File: src/rtl/exec_pkg.sv
// Shared definitions for the execute/writeback stage and the decode stage that feeds it.
package exec_pkg;

  // Datapath width, matching the 8x8-bit register file.
  localparam int DW      = 8;
  // Register address width (8 registers).
  localparam int AW      = 3;
  // Shift-add iterations for multiply; one multiplier bit is consumed per cycle.
  localparam int MUL_CYC = DW;
  // Width of the multiplier iteration counter.
  localparam int MUL_CW  = $clog2(MUL_CYC);
  // Width of the shift amount taken from operand B.
  localparam int SHW     = $clog2(DW);

  // Opcode encodings shared with decode.
  typedef enum logic [3:0] {
    OP_ADD  = 4'd0,
    OP_SUB  = 4'd1,
    OP_AND  = 4'd2,
    OP_OR   = 4'd3,
    OP_XOR  = 4'd4,
    OP_SLL  = 4'd5,
    OP_SRL  = 4'd6,
    OP_MUL  = 4'd7,
    OP_CMOV = 4'd8,
    OP_SLT  = 4'd9,
    OP_SEQ  = 4'd10
  } op_e;

  // Stage control states.
  typedef enum logic [1:0] {
    ST_IDLE = 2'd0,
    ST_MUL  = 2'd1,
    ST_WB   = 2'd2
  } state_e;

endpackage

File: src/rtl/exec_mul_seq.sv
// Sequential shift-add multiplier: one multiplier bit per cycle, low DW bits of the product kept.
module exec_mul_seq
  import exec_pkg::*;
(
  input  logic          i_clk,
  input  logic          i_rst_n,
  input  logic          i_start,
  input  logic [DW-1:0] i_a,
  input  logic [DW-1:0] i_b,
  output logic          o_done,
  output logic [DW-1:0] o_prod
);

  logic              r_run;
  logic [MUL_CW-1:0] r_cnt;
  logic [DW-1:0]     r_mcand;
  logic [DW-1:0]     r_mplier;
  logic [DW-1:0]     r_acc;
  logic [DW-1:0]     w_sum;
  logic              w_last;

  // Partial sum for this iteration; presented as the product so the final sum is usable the same cycle.
  assign w_sum  = r_acc + (r_mplier[0] ? r_mcand : '0);
  assign w_last = (r_cnt == MUL_CW'(MUL_CYC - 1));
  assign o_done = r_run && w_last;
  assign o_prod = w_sum;

  // Load operands on start, then accumulate and shift once per cycle until the last iteration.
  always_ff @(posedge i_clk or negedge i_rst_n) begin
    if (!i_rst_n) begin
      r_run    <= 1'b0;
      r_cnt    <= '0;
      r_mcand  <= '0;
      r_mplier <= '0;
      r_acc    <= '0;
    end else if (i_start) begin
      r_run    <= 1'b1;
      r_cnt    <= '0;
      r_mcand  <= i_a;
      r_mplier <= i_b;
      r_acc    <= '0;
    end else if (r_run) begin
      r_acc    <= w_sum;
      r_mcand  <= r_mcand << 1;
      r_mplier <= r_mplier >> 1;
      r_cnt    <= r_cnt + MUL_CW'(1);
      if (w_last) begin
        r_run <= 1'b0;
      end
    end
  end

endmodule

File: src/rtl/exec_wb_stage.sv
// Execute/writeback stage feeding the register-file write port; all write-port outputs come from flops.
module exec_wb_stage
  import exec_pkg::*;
(
  input  logic          clk_i,
  input  logic          rst_ni,
  input  logic          issue_valid_i,
  output logic          issue_ready_o,
  input  logic [3:0]    op_i,
  input  logic [AW-1:0] dest_addr_i,
  input  logic [DW-1:0] rs_data_i,
  input  logic [DW-1:0] rt_data_i,
  input  logic          cb_i,
  output logic          write_o,
  output logic [AW-1:0] write_addr_o,
  output logic [DW-1:0] write_data_o,
  output logic          write_CB_o,
  output logic          cb_data_o,
  output logic          busy_o
);

  state_e        r_state;
  state_e        w_state_nxt;
  logic [AW-1:0] r_dest;

  logic          r_write;
  logic [AW-1:0] r_write_addr;
  logic [DW-1:0] r_write_data;
  logic          r_write_cb;
  logic          r_cb_data;

  logic          w_accept;
  logic          w_is_mul;
  logic          w_mul_done;
  logic [DW-1:0] w_mul_prod;

  logic [DW-1:0]  w_alu_result;
  logic           w_alu_we;
  logic           w_alu_cbwe;
  logic           w_alu_cb;
  logic [SHW-1:0] w_shamt;

  assign issue_ready_o = (r_state != ST_MUL);
  assign busy_o        = (r_state == ST_MUL);
  assign w_accept      = issue_valid_i && issue_ready_o;
  assign w_is_mul      = (op_i == OP_MUL);
  assign w_shamt       = rt_data_i[SHW-1:0];

  assign write_o      = r_write;
  assign write_addr_o = r_write_addr;
  assign write_data_o = r_write_data;
  assign write_CB_o   = r_write_cb;
  assign cb_data_o    = r_cb_data;

  exec_mul_seq u_mul (
    .i_clk   (clk_i),
    .i_rst_n (rst_ni),
    .i_start (w_accept && w_is_mul),
    .i_a     (rs_data_i),
    .i_b     (rt_data_i),
    .o_done  (w_mul_done),
    .o_prod  (w_mul_prod)
  );

  // Single-cycle ALU on the operands presented at acceptance; decides which strobe (if any) fires.
  always_comb begin
    w_alu_result = '0;
    w_alu_we     = 1'b0;
    w_alu_cbwe   = 1'b0;
    w_alu_cb     = 1'b0;
    case (op_i)
      OP_ADD:  begin w_alu_result = rs_data_i + rt_data_i;  w_alu_we = 1'b1; end
      OP_SUB:  begin w_alu_result = rs_data_i - rt_data_i;  w_alu_we = 1'b1; end
      OP_AND:  begin w_alu_result = rs_data_i & rt_data_i;  w_alu_we = 1'b1; end
      OP_OR:   begin w_alu_result = rs_data_i | rt_data_i;  w_alu_we = 1'b1; end
      OP_XOR:  begin w_alu_result = rs_data_i ^ rt_data_i;  w_alu_we = 1'b1; end
      OP_SLL:  begin w_alu_result = rs_data_i << w_shamt;   w_alu_we = 1'b1; end
      OP_SRL:  begin w_alu_result = rs_data_i >> w_shamt;   w_alu_we = 1'b1; end
      OP_CMOV: begin w_alu_result = rs_data_i;              w_alu_we = cb_i; end
      OP_SLT:  begin w_alu_cb = ($signed(rs_data_i) < $signed(rt_data_i)); w_alu_cbwe = 1'b1; end
      OP_SEQ:  begin w_alu_cb = (rs_data_i == rt_data_i);   w_alu_cbwe = 1'b1; end
      default: begin end
    endcase
  end

  // State register.
  always_ff @(posedge clk_i or negedge rst_ni) begin
    if (!rst_ni) begin
      r_state <= ST_IDLE;
    end else begin
      r_state <= w_state_nxt;
    end
  end

  // Next state: multiply parks in MUL until the multiplier finishes; everything else passes through WB.
  always_comb begin
    w_state_nxt = r_state;
    case (r_state)
      ST_IDLE, ST_WB: begin
        if (w_accept) begin
          w_state_nxt = w_is_mul ? ST_MUL : ST_WB;
        end else begin
          w_state_nxt = ST_IDLE;
        end
      end
      ST_MUL: begin
        if (w_mul_done) begin
          w_state_nxt = ST_WB;
        end
      end
      default: w_state_nxt = ST_IDLE;
    endcase
  end

  // Hold the destination of an accepted op for the multi-cycle multiply writeback.
  always_ff @(posedge clk_i or negedge rst_ni) begin
    if (!rst_ni) begin
      r_dest <= '0;
    end else if (w_accept) begin
      r_dest <= dest_addr_i;
    end
  end

  // Write-port flops: strobes pulse for the WB cycle only, address/data/CB value hold between writes.
  always_ff @(posedge clk_i or negedge rst_ni) begin
    if (!rst_ni) begin
      r_write      <= 1'b0;
      r_write_addr <= '0;
      r_write_data <= '0;
      r_write_cb   <= 1'b0;
      r_cb_data    <= 1'b0;
    end else begin
      r_write    <= 1'b0;
      r_write_cb <= 1'b0;
      if (w_accept && !w_is_mul) begin
        if (w_alu_we) begin
          r_write      <= 1'b1;
          r_write_addr <= dest_addr_i;
          r_write_data <= w_alu_result;
        end
        if (w_alu_cbwe) begin
          r_write_cb <= 1'b1;
          r_cb_data  <= w_alu_cb;
        end
      end else if ((r_state == ST_MUL) && w_mul_done) begin
        r_write      <= 1'b1;
        r_write_addr <= r_dest;
        r_write_data <= w_mul_prod;
      end
    end
  end

endmodule

File: config.mk
export PLATFORM = sky130hd
export DESIGN_NAME = exec_wb_stage
export DESIGN_NICKNAME = d
export VERILOG_FILES = /design/src/rtl/exec_pkg.sv /design/src/rtl/exec_mul_seq.sv /design/src/rtl/exec_wb_stage.sv
export SDC_FILE = /design/constraint.sdc
export NUM_CORES = 1
export LEC_CHECK = 0
export ABC_AREA = 1
export ABC_CLOCK_PERIOD_IN_PS = 2250
export BUFFER_PORTS_ARGS = -buffer_cell sky130_fd_sc_hd__buf_2
export CAP_MARGIN = 20
export CORE_UTILIZATION = 41
export DETAILED_ROUTE_END_ITERATION = 6
export GPL_ROUTABILITY_DRIVEN = 0
export PLACE_DENSITY = 0.69
export SYNTH_ARGS = -nofsm -noshare
export SYNTH_HDL_FRONTEND = slang
export SYNTH_SLANG_ARGS = --single-unit
File: constraint.sdc
create_clock -name clk_i -period 2.25 [get_ports clk_i]
set_input_delay 0.225 -clock clk_i [delete_from_list [all_inputs] [get_ports clk_i]]
set_output_delay 0.225 -clock clk_i [all_outputs]
set_load 0.01 [all_outputs]
==> metrics.txt, run 1 <==
xor/xnor share of the synthesized area 0.0103; CTS tree built; MaxCap Viol Count 0; CTS Buffer Depth 2; Pint about 2 mW; total global routing overflow 0; DP HPWL 9.77 mm; number of vias per cell about 5.4; Worst Max-Slew Pin Slew between 0.4 and 0.5 ns; switching share of power 0.407; port bufs 42; period utilization 0.928; sequential-to-total area share from yosys stat 0.277; total global-route track usage 0.234; Starting Density 0.429; antenna violations before repair 0; Most used DFF post-synth dfrtp_1; main combinational cell family by area after synthesis simple AND/OR/NAND/NOR gates; sink count of the clock tree 47; Wirelength per Cell between 15 and 20 um; Worst Path Class, Setup reg -> reg; Final Max Slew Viols 0; Synth Area in Compound Gates 0.125; maximum clock frequency 479 MHz; RR Endpoint write_data_o[6]; Hold Crit Endpoint r_dest[1]; Die Span Y 104 um; Mapped Area 4250 um^2; Core Region approximately 9900 um^2; fin nets 742; Unique masters post-synth 41; Final ANT Viol Nets 0; Min Hold Slack between 0.15 and 0.2 ns; Max transition margin 0.691; number of synthesized register bits 47; unrepaired setup endpoints after global routing no; share of total power in combinational logic 0.412; first-pass GRT wire length 20.1 mm; DRC Markers 0; Ys Warns 0; Total Wirelength 12.2 mm; commonest non-fill, non-tap cell in the layout nand2_1; HP Class in -> reg; Post-synth EDFFs 0; Gate Count Post-Synth ~630; status finished clean; worst reg2reg path startpoint u_mul.r_mplier[0]; Post-Synth Adder-Cell Area 0.117; total leakage power 2.61 nW; critical path peak fanout 6; CP Capture Type register; syn_area_per_cell 6.71 um^2; clock root buffer master clkbuf_8; Fin. Hold Viols 0; simple-gate share of the synthesized area 0.360; Vias 4361; r2r worst-path depth 11; CP delay by family, top simple AND/OR/NAND/NOR gates; num rows 36; most frequent cells in the layout 217 x nand2_1, 74 x inv_1, 56 x nor2_1; sequential power share 0.387; Sum Neg Setup Slack 0 ns; worst vdd ir between 0.0003 and 0.0004 V; setup violators final 0; htree depth 2; multiplexer share of the synthesized area 0.00794; Switching Power ~1.3 mW; die footprint about 11000 um^2; Clock Skew 0.00760 ns; Clock Power Share 0.201; Hold Path Cell Cnt 2; min Tclk post-route about 2.1 ns; Post-synth ARST share 1.00; Antenna Cells 0; pwr/cell area between 700 and 800 nW/um^2; Initial DRC Count 280; Hold Startpoint dest_addr_i[1]; worst path required time between 2 and 2.5 ns; CP arrival about 2.3 ns; layout cell share with drive strength beyond 1 0.147; R2R Setup Slk between 0.15 and 0.2 ns; cts bufs inserted 5; Reg clk slew, reported paths around 0.09 ns; CP max-delay cell fa_1; worst path bufs/invs 3; syn nets around 700; startpoint types register; slowest stage delay, CP approximately 0.48 ns; drt first pass iters 6; die width 104 um; largest net degree at the start of global routing 24; Layout area overhead 11.1%; I/O Pins 43; critical-path cell list dlymetal6s2s_1 -> nand2_1 -> inv_1 -> fa_1 -> nand4_1 -> nand3_1 -> or2_2 -> nand3_1 -> nand2_1 -> inv_1 -> a21oi_2; vias in the first global route 4077; Worst-Skew Late Latency ~0.3 ns
[registers in the layout, indices dropped and copies added (netlist names)]
signal / flops
cb_data_o: 1
r_dest: 3
r_state: 2
u_mul.r_acc: 8
u_mul.r_cnt: 3
u_mul.r_mcand: 8
u_mul.r_mplier: 8
u_mul.r_run: 1
write_CB_o: 1
write_addr_o: 3
write_data_o: 8
write_o: 1
[area by class of cell]
class                      count  area, um^2
fill                        1038        5180
multi-input combinational    486        2640
sequential                    47        1180
inverter                      84         322
timing repair buffer          53         300
tap                          133         166
clock buffer                   6        82.6
clock inverter                 2        38.8
[cell usage after synthesis, types with 5 or more instances]
cell type | instances | area share
o211ai_1 | 8 | 0.014
nand2_2 | 5 | 0.0074
dfrtp_1 | 47 | 0.28
inv_1 | 74 | 0.065
nand3_1 | 53 | 0.062
o221ai_1 | 6 | 0.012
buf_6 | 5 | 0.013
nand2_1 | 217 | 0.19
nor2_1 | 56 | 0.049
nand4_1 | 8 | 0.012
o21ai_0 | 27 | 0.032
a21oi_1 | 22 | 0.026
inv_2 | 7 | 0.0062
ha_1 | 35 | 0.10
buf_2 | 6 | 0.0071
[layer usage]
metal,vias up,track usage,routed length (um)
li1,2118,-,-
met1,2063,0.302,5240
met2,145,0.393,5790
met3,35,0.0258,666
met4,0,0.105,528
met5,-,0,0
[cell families after synthesis]
logic type | Yosys count
adder cells (fa/ha/maj) | 38
flip-flops | 47
multiplexers | 3
XOR/XNOR | 5
AO/OA/AOI/OAI | 84
buffers and inverters | 101
AND/OR/NAND/NOR | 356
[worst reg2reg max path, cell delays in order (launching register included)]
cell	delay [ns]
dfrtp_2	0.44
dlymetal6s2s_1	0.18
nand2_1	0.08
inv_1	0.07
fa_1	0.48
nand4_1	0.11
nand3_1	0.09
or2_2	0.29
nand3_1	0.07
nand2_1	0.05
inv_1	0.07
a21oi_2	0.05
[power by group through the flow]
stage          logic, mW  clock network [mW]  registers, mW
3_5_place_dp        1.33                   0           1.30
6_report            1.36               0.666           1.28
4_1_cts             1.34               0.681           1.28
2_1_floorplan      0.966                   0           1.27
5_1_grt             1.54               0.715           1.31
3_3_place_gp        1.29                   0           1.29
[metrics by stage]
step                 util  std cells  worst slack, ns  total power, mW  instance area (um^2)
floorplan               -        634            0.183             2.24                  4250
global placement    0.462        801            0.166             2.59                  4580
detailed placement  0.462        801            0.131             2.63                  4580
CTS                 0.475        810            0.112             3.30                  4710
global route        0.477        811           0.0202             3.57                  4720
finish              0.477        811            0.163             3.31                  4720
[worst max-delay path by stage]
stage / startpoint / end / depth (start not counted)
floorplan: u_mul.r_mplier[0] / write_data_o[6] / 12
global placement: u_mul.r_mplier[0] / write_data_o[6] / 11
detailed placement: u_mul.r_mplier[0] / write_data_o[6] / 11
CTS: u_mul.r_mplier[0] / write_data_o[6] / 11
global route: u_mul.r_mplier[0] / write_data_o[6] / 11
finish: u_mul.r_mplier[0] / write_data_o[6] / 11
[timing repair]
action,CTS,global route
resized for setup,0,1
setup endpoints to repair,0,1
setup buffers,0,1
hold buffers,1,0
hold endpoints to repair,16,0
Note: power is estimated with default switching activity, not from simulation.
==> inputs of run 2 (changes only) <==
- CORE_MARGIN: not set -> 2
- SYNTH_HIERARCHICAL: not set -> 1
==> run 2 against run 1 <==
- routed wire length increased by 3.4%
- largest cell class unchanged
- clock skew increased by 0.0083 ns
- register-to-register slack improved by 0.04 ns
- worst setup slack improved by 0.042 ns
- count of clock-buffer cells in the layout increased by 1
- synthesized cell count increased by 2.7%
==> metrics.txt, run 2 <==
startpoint types register; syn_area_per_cell 6.51 um^2 (-3.0%); Clock Power Share 0.141 (-0.060); worst vdd ir 0.000368 V (+2.6%); Unique masters post-synth 36 (-12%); top cell type's share of synthesized area 0.278 (+0.00114); period utilization 0.909 (-0.0188); Fin. Hold Viols 0 (unchanged); maximum clock frequency 489 MHz (+2.1%); switching share of power 0.434 (+0.0270); cts bufs inserted 5 (unchanged); die footprint 11200 um^2 (+3.5%); critical path peak fanout 8 (+2); most common cell in the netlist nand2_1; Starting Density 0.416 (-0.0133); fin cells 835 (+3.0%); final setup margin 0.205 ns (+0.0422 ns); Ys Warns 6 (+6); Post-synth ARST share 1.00 (unchanged); total global-route track usage 0.231 (-0.00340); Worst-Skew Late Latency 0.31 ns (about the same); Die Span Y 106 um (+1.7%); Post-synth EDFFs 0 (unchanged); I/O Pins 43 (unchanged); share of total power in combinational logic 0.494 (+0.082); Max transition margin 0.395 (-0.296); Mapped Area 4240 um^2 (-0.41%); placed cell areas 4640 um^2 (+1.4%); largest net degree at the start of global routing 41 (+71%); port bufs 42 (unchanged); min Tclk post-route 2.04 ns (-0.0422 ns); Layout area overhead 11.6%; Total Wirelength 12.6 mm (+3.4%); Most used DFF post-synth dfrtp_1; Util after Layout 0.464 (-0.0128); DP HPWL 9.99 mm (+2.3%); drt first pass iters 6 (unchanged); Final ANT Viol Nets 0 (unchanged); fin nets 763 (+2.8%); Reg clk slew, reported paths 0.10 ns (about the same); pwr/cell area 763 nW/um^2 (+9.0%); worst slack, placed 0.157 ns (+0.0262 ns); dominant cell type by area after synthesis dfrtp_1; unrepaired setup endpoints after global routing no; HP Class in -> async; Post-synth top cells 223 x nand2_1, 77 x inv_1, 63 x nand3_1; CTS tree built; Pint 2.04 mW (+4.0%); Vias 4463 (+2.3%); number of vias per cell 5.34 (-0.60%); Synth area leaders dfrtp_1 28%, nand2_1 20%, ha_1 10%, nand3_1 7.4%, inv_1 6.8%; vias in the first global route 4272 (+4.8%); layout cell share with drive strength beyond 1 0.123 (-0.0245); setup violators final 0 (unchanged); syn nets 716 (+2.4%); Initial DRC Count 420 (+50%); Core Region 10200 um^2 (+2.8%); Worst Path Class, Setup reg -> reg; Final Max Slew Viols 0 (unchanged); htree depth 2 (unchanged); Gate Count Post-Synth 651 (+2.7%); antenna violations before repair 0 (unchanged); CTS Buffer Depth 2 (unchanged); MaxCap Viol Count 0 (unchanged); commonest non-fill, non-tap cell in the layout nand2_1; DRC Markers 0 (unchanged); Worst Max-Slew Pin Slew 0.908 ns (+0.448 ns); Sum Neg Setup Slack 0 ns (unchanged); worst path required time 2.45 ns (about the same); number of synthesized register bits 47 (unchanged); Switching Power 1.57 mW (+16%); CP Capture Type register; num rows 37 (+2.8%); most frequent cells in the layout 223 x nand2_1, 77 x inv_1, 63 x nand3_1; die width 106 um (+1.7%); Wirelength per Cell 15.1 um (+0.47%); total global routing overflow 0 (unchanged); Antenna Cells 0 (unchanged); Min Hold Slack 0.0335 ns (-0.136 ns); sequential-to-total area share from yosys stat 0.278 (+0.00114); status finished clean; CP arrival 2.24 ns (-0.05 ns); Pwr Total 3.61 mW (+9.0%); total leakage power 2.64 nW (+1.2%); sink count of the clock tree 47 (unchanged); sequential power share 0.365 (-0.022); Clock Skew 0.0159 ns (+0.00827 ns); clock root buffer master clkbuf_8; Cells after DPL 827 (+3.2%); first-pass GRT wire length 20.7 mm (+2.8%); final non-filler cell area 4730 um^2 (about the same)
## run 2: cell type report
class                           instances  area [um^2]
Clock inverter                          1         5.00
Fill cell                            1091         5460
Timing Repair Buffer                   56          328
Multi-Input combinational cell        504         2660
Sequential cell                        47         1180
Inverter                               84          315
Clock buffer                            7         76.3
Tap cell                              136          170
## run 2: logic make-up (layout without fill, tap and decap cells)
family / Yosys count / in the layout / synth area share
AO/OA/AOI/OAI: 87 / 87 / 0.122
XOR/XNOR: 3 / 3 / 0.00620
adder cells (fa/ha/maj): 38 / 38 / 0.118
buffers and inverters: 100 / 148 / 0.0960
flip-flops: 47 / 47 / 0.278
AND/OR/NAND/NOR: 376 / 376 / 0.381
## run 2: what timing repair did
action,4_1_cts,5_1_grt
gates resized for setup,0,1
setup endpoints to repair,0,1
buffers inserted,0,0
hold buffers,0,0
## run 2: worst paths after layout
check | start | end | slack, ns | cells past startpoint
worst max register to register | u_mul/r_mplier[0] | write_data_o[7] | 0.21 | 10
worst max-delay path | u_mul/r_mplier[0] | write_data_o[7] | 0.21 | 10
min in group clk_i | dest_addr_i[0] | r_dest[0] | 0.13 | 3
worst min register to register | r_dest[2] | r_dest[2] | 0.49 | 2
worst min-delay path | rst_ni | r_dest[0] | 0.03 | 1
max in group asynchronous | rst_ni | u_mul/r_mplier[1] | 1.57 | 2
## run 2: power by group through the flow
| stage | logic, mW | registers (mW) | clock network [mW] |
|---|---|---|---|
| 2_1_floorplan | 1.21 | 1.32 | 0 |
| 3_5_place_dp | 1.76 | 1.33 | 0 |
| 4_1_cts | 1.76 | 1.32 | 0.527 |
| 5_1_grt | 1.99 | 1.36 | 0.560 |
| 6_report | 1.78 | 1.32 | 0.509 |
| 3_3_place_gp | 1.71 | 1.32 | 0 |
## run 2: worst max-delay path, stage by stage, from the launching register on
cell and delay (ns):
dfrtp_1 0.38, buf_4 0.16, nand2_1 0.06, inv_1 0.04
ha_1 0.33, or2_1 0.27, nand3_1 0.11, nand3_1 0.09
and2_1 0.19, a22oi_1 0.22, a21oi_1 0.10
## run 2: per-layer routing
metal	share of wire	global-route usage	vias up
met5	0	0	-
met4	0.027	0.0789	0
met3	0.081	0.0340	28
met2	0.46	0.376	191
met1	0.43	0.313	2060
li1	-	-	2184
